### src/rtl/ahb_master_arbiter.sv
// AHB-Lite multi-master arbiter: owns address-phase grant, tracks data-phase owner,
// keeps bursts and locked sequences intact, and bounds tenure under contention.
module ahb_master_arbiter #(
    parameter int MASTER_COUNT = 2,
    parameter int PARK_MASTER  = 0,
    parameter int TENURE_MAX   = 16,
    parameter int OW           = $clog2(MASTER_COUNT)
) (
    input  logic                      clock,
    input  logic                      reset,
    input  logic [MASTER_COUNT-1:0]   req,
    input  logic [MASTER_COUNT-1:0]   lock,
    input  logic [2*MASTER_COUNT-1:0] trans,
    input  logic                      ready,
    output logic [MASTER_COUNT-1:0]   grant,
    output logic [OW-1:0]             addr_owner,
    output logic [OW-1:0]             data_owner,
    output logic                      data_valid,
    output logic                      locked
);

    localparam int         TW          = $clog2(TENURE_MAX + 2);
    localparam logic [1:0] HTRANS_IDLE = 2'b00;
    localparam logic [1:0] HTRANS_BUSY = 2'b01;

    logic [OW-1:0] addr_owner_q, addr_owner_d;
    logic [OW-1:0] data_owner_q, data_owner_d;
    logic          data_valid_q, data_valid_d;
    logic          locked_q, locked_d;
    logic [TW-1:0] tenure_q, tenure_d;

    logic [1:0]    owner_trans;
    logic          owner_req;
    logic          owner_lock;
    logic          others_req;
    logic          rr_found;
    logic [OW-1:0] rr_idx;
    logic          eligible;
    logic          tenure_expired;

    always_comb begin
        owner_trans = HTRANS_IDLE;
        owner_req   = 1'b0;
        owner_lock  = 1'b0;
        others_req  = 1'b0;
        grant       = '0;
        for (int i = 0; i < MASTER_COUNT; i++) begin
            if (addr_owner_q == OW'(i)) begin
                owner_trans = trans[2*i +: 2];
                owner_req   = req[i];
                owner_lock  = lock[i];
                grant[i]    = 1'b1;
            end else if (req[i]) begin
                others_req = 1'b1;
            end
        end
    end

    // Round-robin: first requester above the owner, then wrap to those below it.
    always_comb begin
        rr_found = 1'b0;
        rr_idx   = addr_owner_q;
        for (int i = 0; i < MASTER_COUNT; i++) begin
            if (!rr_found && OW'(i) > addr_owner_q && req[i]) begin
                rr_found = 1'b1;
                rr_idx   = OW'(i);
            end
        end
        for (int i = 0; i < MASTER_COUNT; i++) begin
            if (!rr_found && OW'(i) < addr_owner_q && req[i]) begin
                rr_found = 1'b1;
                rr_idx   = OW'(i);
            end
        end
    end

    always_comb begin
        tenure_expired = (TENURE_MAX != 0) && (tenure_q >= TW'(TENURE_MAX));
        eligible       = ready && (owner_trans == HTRANS_IDLE) && !(owner_lock && owner_req);

        addr_owner_d = addr_owner_q;
        if (eligible) begin
            if (!owner_req) begin
                addr_owner_d = rr_found ? rr_idx : OW'(PARK_MASTER);
            end else if (tenure_expired && rr_found) begin
                addr_owner_d = rr_idx;
            end
        end

        data_owner_d = data_owner_q;
        data_valid_d = data_valid_q;
        locked_d     = locked_q;
        if (ready) begin
            data_owner_d = addr_owner_q;
            data_valid_d = (owner_trans != HTRANS_IDLE) && (owner_trans != HTRANS_BUSY);
            locked_d     = owner_lock && owner_req;
        end

        // Tenure only measures unlocked contention for the current owner.
        tenure_d = tenure_q;
        if (locked_q || owner_lock || (addr_owner_d != addr_owner_q)) begin
            tenure_d = '0;
        end else if (ready && others_req && (tenure_q < TW'(TENURE_MAX))) begin
            tenure_d = tenure_q + TW'(1);
        end
    end

    always_ff @(posedge clock) begin
        if (reset) begin
            addr_owner_q <= OW'(PARK_MASTER);
            data_owner_q <= OW'(PARK_MASTER);
            data_valid_q <= 1'b0;
            locked_q     <= 1'b0;
            tenure_q     <= '0;
        end else begin
            addr_owner_q <= addr_owner_d;
            data_owner_q <= data_owner_d;
            data_valid_q <= data_valid_d;
            locked_q     <= locked_d;
            tenure_q     <= tenure_d;
        end
    end

    assign addr_owner = addr_owner_q;
    assign data_owner = data_owner_q;
    assign data_valid = data_valid_q;
    assign locked     = locked_q;

endmodule

### config.mk
export PLATFORM = sky130hd
export DESIGN_NAME = ahb_master_arbiter
export DESIGN_NICKNAME = d
export VERILOG_FILES = /design/src/rtl/ahb_master_arbiter.sv
export SDC_FILE = /design/constraint.sdc
export NUM_CORES = 1
export LEC_CHECK = 0
export BUFFER_PORTS_ARGS = -buffer_cell sky130_fd_sc_hd__buf_4
export CAP_MARGIN = 5
export CORE_AREA = 2 2 39 41
export DETAILED_ROUTE_END_ITERATION = 10
export DIE_AREA = 0 0 41 43
export PLACE_DENSITY = 0.7
export SLEW_MARGIN = 20
export SYNTH_ARGS = -nofsm -noshare
export SYNTH_HDL_FRONTEND = slang
export SYNTH_SLANG_ARGS = --single-unit
### constraint.sdc
create_clock -name clock -period 1.4 [get_ports clock]
set_input_delay 0.21 -clock clock [delete_from_list [all_inputs] [get_ports clock]]
set_output_delay 0.21 -clock clock [all_outputs]
set_load 0.03 [all_outputs]
==> results.toml <==
[outcome]
status = "completed"

[cells_and_area]
area_growth_pct = 35.0
fin_area_um2 = 796
nFillCells = 127
diodes = 0
final_core_util = 0.575
layout-drive-gt1-share = 0.475
nets = 93

[setup_path]
crit_slowest_cell = "dfxtp_4"
crit_path_start_kind = "flop"
r2r_setup_slack_ns = 0.07
path_cells = "buf_4 -> mux2i_4 -> nor3_2 -> xnor2_1 -> nor3b_2"
path_class = "reg2reg"
critPathMaxStageDelay_ns = 0.40
critPathBufInv = 1
cp.arrival_ns = 1.47
required_ns = 1.55
path_max_fanout = 8
reg2regPathDepth = 5
endpoint_kind = "flop"
worstReg2RegStart = "addr_owner"
r2r-end = "tenure_q[3]"
cp_top_family = "flip-flops"

[cts]
root_buffer = "clkbuf_4"
path_clk_slew_ns = 0.06
htree_levels = 1
tritoncts = "yes"
cts_sinks = 9
cts.path.max_buffers = 2
ctsHoldBuffers = 0
numCtsBuffers = 3
insertion_delay_ns = 0.26

[yosys]
ys_seq_area_frac = 0.306
synth_edf_count = 0
synth_top_family_by_area = "simple AND/OR/NAND/NOR gates"
synth_top_cell_by_area = "dfxtp_1"
synth_top_area_share = 0.306
synth_compound_area_frac = 0.168
synth_xor_area_frac = 0.0446
synth-seq-cells = 9
netlist_area_um2 = 589
yosys-mux-area-fraction = 0.0743
syn_inst = 59
synth-main-ff-cell = "dfxtp_1"
yosys.area_share.adder = 0.0212
synthSimpleGateAreaFrac = 0.321
ys_types = 29
synthesis.nets = 71
avgSynthCellArea_um2 = 9.99
synth-async-reset-ratio = 0
synth_most_common_cell = "dfxtp_1"
yosysWarnings = 0
netlist_top_cells_area = "dfxtp_1 31%, nor3b_2 6.4%, mux2i_1 5.1%"
netlist_top_cells_count = "9 x dfxtp_1, 5 x nor2_1, 4 x nand3_1"

[global_route]
grt_start_max_net_pins = 14
grt_pass1_wl_mm = 1.71
grt_pass1_vias = 445
antenna_found_initial = 0
grt_usage = 0.145
grt_overflow = 0

[placement]
place_area_um2 = 711
gp_congestion = 0.693
io_buffers = 16
hpwl_um = 928

[drt]
drt_iter0_drc = 9
via_count = 510
drc_errors = 0
drt-pass1-iter-count = 4
drtAntennaViolNets = 0
wl_mm = 1.32
avgViaCountPerCell = 5.31
wire_per_inst_um = 13.7

[timing]
finalHoldViolations = 0
finalSetupTns_ns = 0
rsz0062_at_grt = "yes"
holdWs_ns = 0.158
period_share = 0.948
slew_violations = 0
period_needed_ns = 1.33
fmax_mhz = 753
slew_headroom = 0.764
clock_skew_ns = 0.00492
setup_violations = 0
worstMarginPinSlew_ns = 0.354

[die]
coreArea_um2 = 1380
die_height_um = 43
initial_core_util = 0.426
die_width_um = 41
rows = 14
die_area_um2 = 1760
io_pins = 17

[pwr]
powerDensity_nw_per_um2 = 760
p_leak_nw = 0.292
ir_drop_mv = 0.391

[hold_path]
holdPathEnd = "data_valid"
hold_class = "in2reg"
hold_start = "reset"
hold_depth = 2

[flow_run]
cap_violations = 0
## layout make-up
type                       instances  area (um^2)  share of cell area
timing repair buffer              21          161               0.203
clock buffer                       4         26.3              0.0330
tap                               16         20.0              0.0252
sequential                         9          184               0.231
multi-input combinational         45          400               0.503
inverter                           1         3.75             0.00472
## routing by layer
layer	track usage	vias up	wire (um)
met5	0	-	0
met3	0.0366	2	108
met4	0.0800	0	6
li1	-	258	-
met1	0.171	232	582
met2	0.225	18	622
## what timing repair did
item                       CTS  global route
buffers inserted             0             3
resized for setup            1             9
pin swaps                    0             3
setup endpoints to repair    2             7
## cells in the final DEF, fill, tap and decap left out, types with 2 or more instances in the layout
cell,instances
nor2_1,5
buf_4,20
nand3_1,4
a21oi_1,2
o21ai_1,2
nor3_1,2
mux2i_1,3
nor3b_2,5
dfxtp_1,8
a211oi_1,3
xnor2_1,3
nand2_1,2
nand2b_1,2
clkbuf_4,3
## where the power goes
| group | internal (mW) | switching (mW) |
|---|---|---|
| logic | 0.0634 | 0.0717 |
| registers | 0.261 | 0.00693 |
| clock network | 0.110 | 0.0912 |
| total | 0.435 | 0.170 |
## state kept, by name, indices dropped and copies added, names as in the netlist
name	cells
addr_owner	1
data_owner	1
data_valid	1
locked	1
tenure_q	5
## worst max-delay path by stage
stage                     startpoint  slack, ns          end  cells after the start
final                     addr_owner       0.07  tenure_q[3]                      5
after global routing      addr_owner     -0.007  tenure_q[2]                      5
after CTS                 addr_owner       0.01  tenure_q[1]                      4
after detailed placement  addr_owner     -0.001  tenure_q[1]                      4
after global placement    addr_owner       0.05  tenure_q[3]                      4
after floorplan           addr_owner       0.03  tenure_q[0]                      5
## through the flow
| stage | std cells | worst slack [ns] | power [mW] |
|---|---|---|---|
| 2_1_floorplan | 59 | 0.0315 | 0.349 |
| 3_3_place_gp | 89 | 0.0507 | 0.395 |
| 3_5_place_dp | 89 | -0.00111 | 0.396 |
| 4_1_cts | 93 | 0.0109 | 0.605 |
| 5_1_grt | 96 | -0.00667 | 0.630 |
| 6_report | 96 | 0.0725 | 0.605 |
## cells by family (layout without fill, tap and decap cells)
logic type	Yosys count	in the layout
AOI/OAI and AO/OA	12	12
xor gates and xnor gates	3	3
adders and majority gates	1	1
buffers and inverters	5	26
DFF	9	9
muxes	4	4
and+or+nand+nor	25	25
Power figures use the tool's default switching activity.
